===== src/rtl/fir_mac_sequencer.sv =====
// Control sequencer for a time-multiplexed single-MAC FIR filter.
// Accepts one sample per handshake, writes it into the circular delay line,
// walks every tap (sample read address, coefficient address, accumulator
// controls), waits for the MAC pipeline to drain, then holds the result
// valid until the downstream stage takes it.
module fir_mac_sequencer #(
  parameter  int NUMBER_OF_TAPS = 64,
  parameter  int MAC_LATENCY    = 2,
  localparam int ADDR_BITS      = $clog2(NUMBER_OF_TAPS)
) (
  input  logic                 clk,
  input  logic                 rst,
  input  logic                 in_valid,
  output logic                 in_ready,
  output logic                 sample_we,
  output logic [ADDR_BITS-1:0] wr_addr,
  output logic [ADDR_BITS-1:0] rd_addr,
  output logic [ADDR_BITS-1:0] coeff_addr,
  output logic                 acc_clear,
  output logic                 acc_en,
  output logic                 tap_last,
  output logic                 out_valid,
  input  logic                 out_ready,
  output logic                 busy
);

  typedef enum logic [1:0] {
    S_IDLE,
    S_MAC,
    S_DRAIN,
    S_OUTPUT
  } state_e;

  localparam logic [ADDR_BITS-1:0] ADDR_ZERO = '0;
  localparam logic [ADDR_BITS-1:0] ADDR_ONE  = ADDR_BITS'(1);
  localparam logic [ADDR_BITS-1:0] ADDR_LAST = ADDR_BITS'(NUMBER_OF_TAPS - 1);

  // Drain counter runs 0..MAC_LATENCY-1; unused when the MAC has no latency.
  localparam logic [3:0] DRAIN_LAST = (MAC_LATENCY == 0) ? 4'd0 : 4'(MAC_LATENCY - 1);

  state_e                 state_q, state_d;
  logic [ADDR_BITS-1:0]   head_q,  head_d;   // newest-sample slot in the delay line
  logic [ADDR_BITS-1:0]   k_q,     k_d;      // current tap index
  logic [ADDR_BITS-1:0]   rd_q,    rd_d;     // (head - k) mod N, tracked incrementally
  logic [3:0]             cnt_q,   cnt_d;    // drain cycle counter

  // Next-state and output decode for the tap sequencer.
  always_comb begin
    // NOTE: every signal written here gets a default first, so no path leaves
    // one unassigned and no latch is inferred.
    state_d    = state_q;
    head_d     = head_q;
    k_d        = k_q;
    rd_d       = rd_q;
    cnt_d      = cnt_q;
    in_ready   = 1'b0;
    busy       = 1'b1;
    out_valid  = 1'b0;
    acc_en     = 1'b0;
    acc_clear  = 1'b0;
    tap_last   = 1'b0;
    coeff_addr = ADDR_ZERO;

    case (state_q)
      S_IDLE: begin
        in_ready = 1'b1;
        busy     = 1'b0;
        if (in_valid) begin
          state_d = S_MAC;
          k_d     = ADDR_ZERO;
          rd_d    = head_q;       // tap 0 reads the sample written on this edge
        end
      end

      S_MAC: begin
        acc_en     = 1'b1;
        coeff_addr = k_q;
        acc_clear  = (k_q == ADDR_ZERO);
        tap_last   = (k_q == ADDR_LAST);
        if (k_q == ADDR_LAST) begin
          // rd_q is left on the last tap's address so it stays stable until
          // the next sample is accepted.
          k_d     = ADDR_ZERO;
          cnt_d   = 4'd0;
          state_d = (MAC_LATENCY == 0) ? S_OUTPUT : S_DRAIN;
        end else begin
          k_d  = k_q + ADDR_ONE;
          // Explicit wrap so non-power-of-two lengths stay inside 0..N-1.
          rd_d = (rd_q == ADDR_ZERO) ? ADDR_LAST : rd_q - ADDR_ONE;
        end
      end

      S_DRAIN: begin
        if (cnt_q == DRAIN_LAST) begin
          state_d = S_OUTPUT;
        end else begin
          cnt_d = cnt_q + 4'd1;
        end
      end

      S_OUTPUT: begin
        out_valid = 1'b1;
        if (out_ready) begin
          state_d = S_IDLE;
          head_d  = (head_q == ADDR_LAST) ? ADDR_ZERO : head_q + ADDR_ONE;
        end
      end

      default: state_d = S_IDLE;
    endcase
  end

  // State registers; reset discards any in-flight result.
  always_ff @(posedge clk or negedge rst) begin
    // NOTE: sequential state uses non-blocking assignments so every register
    // samples the pre-edge values regardless of statement order.
    if (!rst) begin
      state_q <= S_IDLE;
      head_q  <= ADDR_ZERO;
      k_q     <= ADDR_ZERO;
      rd_q    <= ADDR_ZERO;
      cnt_q   <= 4'd0;
    end else begin
      state_q <= state_d;
      head_q  <= head_d;
      k_q     <= k_d;
      rd_q    <= rd_d;
      cnt_q   <= cnt_d;
    end
  end

  assign sample_we = in_valid & in_ready;
  assign wr_addr   = head_q;
  assign rd_addr   = rd_q;

endmodule

===== config.mk =====
export PLATFORM = sky130hd
export DESIGN_NAME = fir_mac_sequencer
export DESIGN_NICKNAME = d
export VERILOG_FILES = /design/src/rtl/fir_mac_sequencer.sv
export SDC_FILE = /design/constraint.sdc
export NUM_CORES = 1
export LEC_CHECK = 0
export CORE_UTILIZATION = 55
export CTS_CLUSTER_DIAMETER = 30
export CTS_CLUSTER_SIZE = 30
export DETAILED_ROUTE_END_ITERATION = 10
export PLACE_DENSITY = 0.8
export SYNTH_ARGS = -nofsm -noshare
export SYNTH_HDL_FRONTEND = slang
export SYNTH_SLANG_ARGS = --single-unit

===== constraint.sdc =====
create_clock -name clk -period 4 [get_ports clk]
set_input_delay 0.4 -clock clk [delete_from_list [all_inputs] [get_ports clk]]
set_output_delay 0.4 -clock clk [all_outputs]
set_load 0.02 [all_outputs]

==> metrics.csv, run 1 <==
metric;value;unit
area leader, netlist;dfrtp_1;
CTS tree;yes;
Post-synth EDFFs;0;
sequential share of the synthesized area;39.3;%
max frequency;372;MHz
Distinct cells, synth;41;
Final Wtd Congestion;0.941;
CTS H-tree lvls;1;
Sum Neg Setup Slack;0;ns
CP max-delay cell;clkdlybuf4s50_1;
Setup CP Type;reg -> out;
max_slew headroom;26.7;%
Overflow after GRT;0;
YS warnings;0;
drt total wl;3380;um
CTS buffer count;3;
Core Rows;18;
top cell type's share of synthesized area;39.3;%
FF+latch count, synth;24;
area of the multi-input gates;857;sq um
post-route ant nets;0;
worst hold path class;reg -> reg;
CP required;3.60;ns
clk slew on worst S/H paths;0.14;ns
worst setup path startpoint;state_q[1];
Mapped Area;0.00153;sq mm
Vias;1365;
clk_lat worst skew;0.31;ns
Leak;0.000806;uW
final net count;213;
Worst Skew;0.000822;ns
DRT met1 WL;1460;um
top_reg_cell synth;dfrtp_1;
MaxCap Viol Count;0;
vias in the first global route;1237;
Tmin final;2.69;ns
Hold Buf Count CTS;0;
final setup fails;0;
Startpoint Class;flop;
routed len/inst;14.9;um
final core occ;73.4;%
Max clock buf depth;2;
cts repair resizes;0;
drt drc;0;
Initial Util;60.1;%
Core Region;0.00254;sq mm
Crit Path Max Fanout;35;
max-slew violations;0;
Mapped Cells;169;
unrepaired setup endpoints after global routing;no;
Diodes inserted;0;
fin crit share;67.1;%
Post-Syn Nets;184;
Worst path max stage delay;0.65;ns
R2R Path End;rd_addr[4];
Post-CTS Setup Bufs;0;
detailed placement HPWL;2440;um
worst r2r src;state_q[0];
Tightest Pin Transition;1.10;ns
CP Cell Sequence;inv_1, ha_1, buf_4, nand2_1, nor4_1, clkdlybuf4s50_1;
total track usage;25.5;%
syn avg cell area;9.05;sq um
initial antenna violation count;0;
die area;0.00299;sq mm
Register Area;601;sq um
CTS sink cnt;24;
cell area power density;739;mW/mm^2
WL met3;153;um
# IOs;29;
IO buf count;28;
Vias/cell;6.01;
Critical Path End;acc_clear;
drt pass-1 iters;4;
layout cells sized above 1;5.58;%
Async SR Flop Fraction;100;%
R2R Setup Slk;1.86;ns
DR top layer;met4;
status;finished clean;
FILL cells;196;
Clock Tree Root;clkbuf_4;
Syn-to-layout area delta;22.2;%
CP arrival;2.29;ns
first-pass GRT wire length;5420;um
Final Hold Viols;0;
Chip Height;54.7;um
largest net degree at the start of global routing;36;
CP endpoint kind;output port;
DRT iter0 DRCs;24;
IR drop worst, VDD;0.000479;V
largest cells by area after synthesis;dfrtp_1 (39%), ha_1 (9.0%), o21ai_0 (4.6%), and2_1 (4.1%), inv_1 (3.2%);
worst-case reg-to-reg path depth;6;
met2 WL post-DR;1740;um
die span in x;54.7;um
-- state kept, by name, indices dropped and copies added, names as in the netlist --
register and flops:
cnt_q 4, k_q 6, rd_addr 6, state_q 2, wr_addr 6
-- cell usage after synthesis (all sizes together) (2+ instances only) --
cell	count
clkbuf	2
nor4	2
xor2	2
nor3	3
nand2	13
o211ai	2
buf	3
inv	13
nor2b	2
mux2i	3
and2	10
nor2	11
a41oi	2
ha	11
a31oi	5
o22a	5
a21oi	7
mux2	3
xnor2	2
or4	3
dfrtp	24
nand4b	2
and3	2
nand3	9
o21ai	15
-- kinds of logic after synthesis --
| kind of cell | share of synthesized area, % |
|---|---|
| adder cells (fa/ha/maj) | 9.00 |
| XOR/XNOR | 2.29 |
| flip-flops | 39.3 |
| buffers and inverters | 4.66 |
| AO/OA/AOI/OAI | 18.6 |
| multiplexers | 4.42 |
| AND/OR/NAND/NOR | 21.8 |
-- worst min path at each step --
| stage | startpoint | endpoint | slack [ns] | cells after the start |
|---|---|---|---|---|
| 6_report | wr_addr[2] | wr_addr[2] | 0.54 | 1 |
| 5_1_grt | wr_addr[2] | wr_addr[2] | 0.58 | 1 |
| 3_3_place_gp | wr_addr[2] | wr_addr[2] | 0.52 | 1 |
| 3_5_place_dp | wr_addr[2] | wr_addr[2] | 0.53 | 1 |
| 4_1_cts | wr_addr[2] | wr_addr[2] | 0.55 | 1 |
| 2_1_floorplan | rst | cnt_q[0] | 0.10 | 0 |
-- cell usage in the layout, fill, tap and decap left out, types with 3 or more instances in the layout --
| master | Yosys | layout |
|---|---|---|
| a21oi_1 | 7 | 7 |
| a31oi_1 | 5 | 5 |
| and2_1 | 10 | 10 |
| clkbuf_4 | 0 | 3 |
| clkdlybuf4s50_1 | 0 | 28 |
| dfrtp_1 | 24 | 24 |
| ha_1 | 11 | 11 |
| inv_1 | 13 | 13 |
| mux2i_1 | 3 | 3 |
| nand2_1 | 13 | 13 |
| nand3_1 | 8 | 8 |
| nor2_1 | 11 | 11 |
| nor3_1 | 3 | 3 |
| o21ai_0 | 14 | 14 |
| o22a_1 | 5 | 5 |
| or4_1 | 3 | 3 |
-- where the power goes --
group / internal [uW] / leakage [uW] / switching, uW
clock: 55.6 / 0.0000210 / 75.6
sequential: 321 / 0.000312 / 91.5
combinational: 375 / 0.000472 / 462
-- metrics by stage --
stage,setup WS [ns],total power (uW),area [sq um],hold WS [ns],std cells
2_1_floorplan,1.58,975,1530,0.104,169
3_3_place_gp,1.76,1210,1830,0.517,223
3_5_place_dp,1.70,1250,1830,0.529,223
4_1_cts,1.32,1380,1870,0.552,227
5_1_grt,1.13,1490,1870,0.582,227
6_report,1.31,1380,1870,0.542,227
-- critical path, delay by kind of cell, from the launching register on --
kind	cells	cell delay, ns
fa+ha+maj	1	0.14
buf+inv	3	1.04
flops	1	0.44
simple gates	2	0.36
-- area by class of cell --
class | count | share of cell area (%)
Multi-Input combinational cell | 127 | 45.9
Tap cell | 30 | 2.01
Sequential cell | 24 | 32.2
Timing Repair Buffer | 29 | 15.4
Clock buffer | 4 | 1.94
Inverter | 13 | 2.61
-- metal layers --
| layer | GRT usage (%) | up-vias |
|---|---|---|
| met2 | 45.6 | 41 |
| met4 | 9.83 | 0 |
| met3 | 3.33 | 4 |
| met1 | 30.4 | 654 |
| met5 | 0 | - |
| li1 | - | 666 |
(Power assumes the default switching activity.)
==> run 2, diff against run 1 <==
Settings changed: CORE_UTILIZATION 55 to 46, PLACE_DENSITY 0.8 to 0.71.
Clock period 4 ns to 2.4 ns, I/O delays scaled along.
==> run 2 against run 1 <==
Against the previous run: clock power increased by 130%; combinational power increased by 67%; clock skew is 0.011 ns higher; critical path depth down 1; sequential share of layout area decreased by 0.90 points; design area rose by 2.9%; first-iteration DRC count grew to 4.0 times the previous value; hold slack lost 0.28 ns; global-route usage decreased by 4.0 points; worst setup slack got worse by 1.1 ns; highest routed layer unchanged.
==> metrics.csv, run 2 (same netlist as run 1, synthesis figures left out) <==
metric;value;unit;change
total track usage;21.5;%;-4.0 points
drt drc;0;;unchanged
CTS sink cnt;24;;unchanged
CTS tree;yes;;
largest net degree at the start of global routing;25;;-31%
max_slew headroom;50.8;%;+24 points
final setup fails;0;;unchanged
max-slew violations;0;;unchanged
# IOs;29;;unchanged
Final Hold Viols;0;;unchanged
routed len/inst;14.4;um;-3.4%
final net count;215;;+0.94%
most frequent cells in the layout;clkdlybuf4s50_1 (26), dfrtp_1 (24), o21ai_0 (14), inv_1 (13), nand2_1 (13);;
Max clock buf depth;2;;unchanged
vias in the first global route;1322;;+6.9%
Initial Util;49.3;%;-11 points
Total Power;2390;uW;+73%
Vias;1360;;-0.37%
Final Wtd Congestion;0.775;;-18%
post-route ant nets;0;;unchanged
unrepaired setup endpoints after global routing;no;;
Chip Height;59.7;um;+9.0%
Leak;0.000856;uW;+6.3%
CTS H-tree lvls;1;;unchanged
worst hold path class;in -> async;;
detailed placement HPWL;2590;um;+6.1%
first-pass GRT wire length;5730;um;+5.6%
cell area power density;1240;mW/mm^2;+68%
Tightest Pin Transition;0.733;ns;-0.362 ns
Tmin final;2.23;ns;
MaxCap Viol Count;0;;unchanged
die area;0.00356;sq mm;+19%
CP arrival;1.99;ns;-0.30 ns
layout cells sized above 1;6.53;%;+0.95 points
Sum Neg Setup Slack;0;ns;unchanged
Diodes inserted;0;;unchanged
fin crit share;93.1;%;
clk slew on worst S/H paths;0.15;ns;about the same
FILL cells;313;;+60%
IR drop worst, VDD;0.000673;V;+41%
drt pass-1 iters;4;;unchanged
worst setup path startpoint;state_q[1];;
CP endpoint kind;output port;;
drt total wl;3500;um;+3.4%
die span in x;59.7;um;+9.0%
worst r2r src;state_q[1];;
initial antenna violation count;0;;unchanged
Syn-to-layout area delta;25.7;%;
Setup CP Type;reg -> out;;
Crit Path Max Fanout;12;;-66%
Core Rows;20;;+2
Core Region;0.00310;sq mm;+22%
Clock Tree Root;clkbuf_4;;
final core occ;61.9;%;-11 points
status;finished clean;;
Worst Skew;0.0119;ns;+0.0111 ns
CTS buffer count;3;;unchanged
max frequency;447;MHz;
cts repair resizes;0;;unchanged
IO buf count;28;;unchanged
Post-CTS Setup Bufs;0;;unchanged
CP required;2.16;ns;-1.44 ns
clk_lat worst skew;0.32;ns;about the same
Startpoint Class;flop;;
Hold Buf Count CTS;0;;unchanged
Overflow after GRT;0;;unchanged
Vias/cell;5.60;;-6.9%
DRT iter0 DRCs;97;;+300%
most common cell after layout, fill and taps aside;clkdlybuf4s50_1;;
-- run 2: changes by cell type in the layout (fill, tap and decap cells not counted), sizes merged --
cell and delta:
buf +2, dlymetal6s2s +2, bufinv +1, clkdlybuf4s50 -2, clkbuf -1
-- run 2: worst paths after layout --
kind,cells after the start,to,slack [ns]
max in group asynchronous,2,k_q[2],1.89
hold reg to reg,1,wr_addr[2],0.54
setup reg to reg,7,rd_addr[5],0.31
min in group clk,1,wr_addr[2],0.54
setup / recovery,5,coeff_addr[4],0.17
hold / removal,2,wr_addr[4],0.26
-- run 2: area by class of cell --
cell class	instances	area [sq um]	share of cell area [%]
well taps	44	55.1	2.86
multi-input cells	127	857	44.6
flip-flops and latches	24	601	31.3
clock buffers	3	22.5	1.17
repair buffers	31	308	16.0
clock inverters	1	30.0	1.56
inverters	13	48.8	2.54
-- run 2: layer usage --
metal  wire length (um)  GRT usage [%]  share of wire, %  vias to the layer above
li1                   -              -                 -                      668
met3                 95           2.81               2.7                        4
met2               1840           39.0                53                       31
met4                 29           5.98              0.83                        0
met5                  0              0                 0                        -
met1               1540           26.3                44                      657
-- run 2: report_power, final --
group          switching, uW  internal, uW
clock network            131           169
registers                157           535
logic                    765           635
total                   1050          1340
-- run 2: critical path, cell delays in order, from the launching register on --
cell and delay (ns):
dfrtp_1 0.44, inv_1 0.09, ha_1 0.20, buf_4 0.19, and2_1 0.15, clkdlybuf4s50_1 0.60
-- run 2: per-stage QoR --
stage                     setup slack (ns)  area (sq um)  hold slack (ns)  instances
after floorplan                      0.142          1530          -0.0556        169
after global placement               0.432          1860            0.514        239
after detailed placement             0.339          1860            0.531        239
after CTS                           0.0755          1920            0.265        243
after global routing                0.0738          1920            0.280        243
final                                0.165          1920            0.261        243
==> run 3, diff against run 2 <==
Settings changed: CORE_UTILIZATION 46 to 48, CTS_BUF_LIST set to sky130_fd_sc_hd__clkbuf_4 sky130_fd_sc_hd__clkbuf_8, PLACE_DENSITY 0.71 to 0.73.
==> run 3 against run 2 <==
Against the previous run: clock skew hardly changed; sequential share of layout area rose by 0.061 points; register-to-register slack worse by 0.02 ns; via count grew 1.3%; count of clock-buffer cells in the layout did not move; first-iteration DRC count decreased by 52%; hold slack gained 0.0082 ns; die area fell by 4.0%; highest routed layer unchanged; design area fell by 0.20%; sequential power fell by 0.6%; flip-flop and latch count did not move.
==> metrics.csv, run 3 (same netlist as run 1, synthesis figures left out) <==
metric;value;unit;change
Core Rows;20;;unchanged
count of buffer and inverter cells on the critical path;3;;unchanged
layout cells sized above 1;6.57;%;+0.033 points
CP required;2.16;ns;about the same
CP max-delay cell;clkdlybuf4s50_1;;
max frequency;443;MHz;-1.1%
CTS buffer count;3;;unchanged
Max clock buf depth;2;;unchanged
drt pass-1 iters;4;;unchanged
final net count;214;;-0.47%
Final Wtd Congestion;0.899;;+16%
Tmin final;2.26;ns;+0.0243 ns
Startpoint Class;flop;;
routed len/inst;13.9;um;-3.7%
drt total wl;3350;um;-4.1%
Vias;1377;;+1.3%
worst hold path class;in -> async;;
die span in x;58.4;um;-2.0%
Overflow after GRT;0;;unchanged
Chip Height;58.4;um;-2.0%
Diodes inserted;0;;unchanged
Worst Skew;0.0124;ns;+0.000490 ns
CP endpoint kind;output port;;
most common cell after layout, fill and taps aside;clkdlybuf4s50_1;;
final setup fails;0;;unchanged
die area;0.00342;sq mm;-4.0%
combinational share of power;59.2;%;+0.7 points
status;finished clean;;
post-route ant nets;0;;unchanged
IR drop worst, VDD;0.000721;V;+7.1%
CP Cell Sequence;inv_1, ha_2, buf_6, clkdlybuf4s50_1;;
fin crit share;94.1;%;+1.0 points
Syn-to-layout area delta;25.5;%;
detailed placement HPWL;2450;um;-5.3%
clock share of power;12.1;%;-0.4 points
DRT iter0 DRCs;47;;-52%
cell area power density;1250;mW/mm^2;+0.34%
Crit Path Max Fanout;21;;+9
max-slew violations;0;;unchanged
CTS tree;yes;;
FILL cells;251;;-20%
Setup CP Type;reg -> out;;
Clock Tree Root;clkbuf_4;;
Sw Share;44.0;%;about the same
Initial Util;50.5;%;+1.2 points
Core Region;0.00303;sq mm;-2.4%
initial antenna violation count;0;;unchanged
drt drc;0;;unchanged
dpl cells;238;;-0.42%
final core occ;63.3;%;+1.4 points
Leak;0.000832;uW;-2.9%
CTS H-tree lvls;1;;unchanged
worst hold slack;0.269;ns;+0.00823 ns
Hold Buf Count CTS;0;;unchanged
# IOs;29;;unchanged
first-pass GRT wire length;5650;um;-1.3%
switching power;1050;uW;+0.13%
IO buf count;28;;unchanged
vias in the first global route;1275;;-3.6%
most frequent cells in the layout;clkdlybuf4s50_1 (27), dfrtp_1 (24), o21ai_0 (14), inv_1 (13), nand2_1 (13);;
Post-CTS Setup Bufs;0;;unchanged
Worst path max stage delay;0.62;ns;+0.02 ns
largest net degree at the start of global routing;25;;unchanged
Seq pwr share;28.7;%;-0.2 points
MaxCap Viol Count;0;;unchanged
Sum Neg Setup Slack;0;ns;unchanged
Final Hold Viols;0;;unchanged
cts repair resizes;1;;+1
CP arrival;2.02;ns;+0.03 ns
crit-path leading delay family;buffers and inverters;;
Vias/cell;5.69;;+1.7%
non-filler cells, final;242;;-0.41%
clk slew on worst S/H paths;0.14;ns;about the same
max_slew headroom;46.9;%;-3.9 points
Pint;1340;uW;+0.15%
total track usage;21.5;%;+0.048 points
unrepaired setup endpoints after global routing;no;;
clk_lat worst skew;0.32;ns;about the same
Tightest Pin Transition;0.791;ns;+0.0581 ns
CTS sink cnt;24;;unchanged
## run 3: cell count changes in the layout (fill, tap and decap cells not counted), sizes merged
cell / change
buf: -1
clkdlybuf4s50: +1
dlymetal6s2s: -1
## run 3: per-stage QoR
stage                     area, sq um  worst slack, ns  power (uW)
after floorplan                  1530            0.142        1620
after global placement           1860            0.341        2030
after detailed placement         1860            0.272        2090
after CTS                        1910           0.0224        2400
after global routing             1920           0.0312        2590
final                            1920            0.141        2400
## run 3: metal layers
metal	share of wire, %	GRT usage (%)	up-vias
li1	-	-	671
met5	0	0	-
met3	5.1	4.62	4
met2	52	38.9	47
met4	0.66	3.74	0
met1	43	26.7	655
## run 3: path summary, 6_finish.rpt
check,depth (start not counted),slack [ns],start,end
worst min-delay path,2,0.27,rst,rd_addr[1]
worst max register to register,6,0.29,state_q[0],rd_addr[4]
max in group asynchronous,2,1.88,rst,cnt_q[3]
worst min register to register,1,0.53,wr_addr[2],wr_addr[2]
min in group clk,1,0.53,wr_addr[2],wr_addr[2]
worst max-delay path,4,0.14,state_q[1],acc_en
## run 3: final cells by class
| type | instances | area [sq um] | share of cell area (%) |
|---|---|---|---|
| Clock inverter | 1 | 30.0 | 1.57 |
| Inverter | 13 | 48.8 | 2.54 |
| Sequential cell | 24 | 601 | 31.3 |
| Multi-Input combinational cell | 127 | 860 | 44.8 |
| Timing Repair Buffer | 30 | 302 | 15.7 |
| Clock buffer | 3 | 22.5 | 1.17 |
| Tap cell | 44 | 55.1 | 2.87 |
## run 3: power groups by stage
| stage | clock network, uW | logic, uW | registers, uW |
|---|---|---|---|
| floorplan | 0 | 869 | 755 |
| global placement | 0 | 1350 | 686 |
| detailed placement | 0 | 1400 | 695 |
| CTS | 301 | 1410 | 687 |
| global route | 314 | 1570 | 709 |
| finish | 289 | 1420 | 688 |
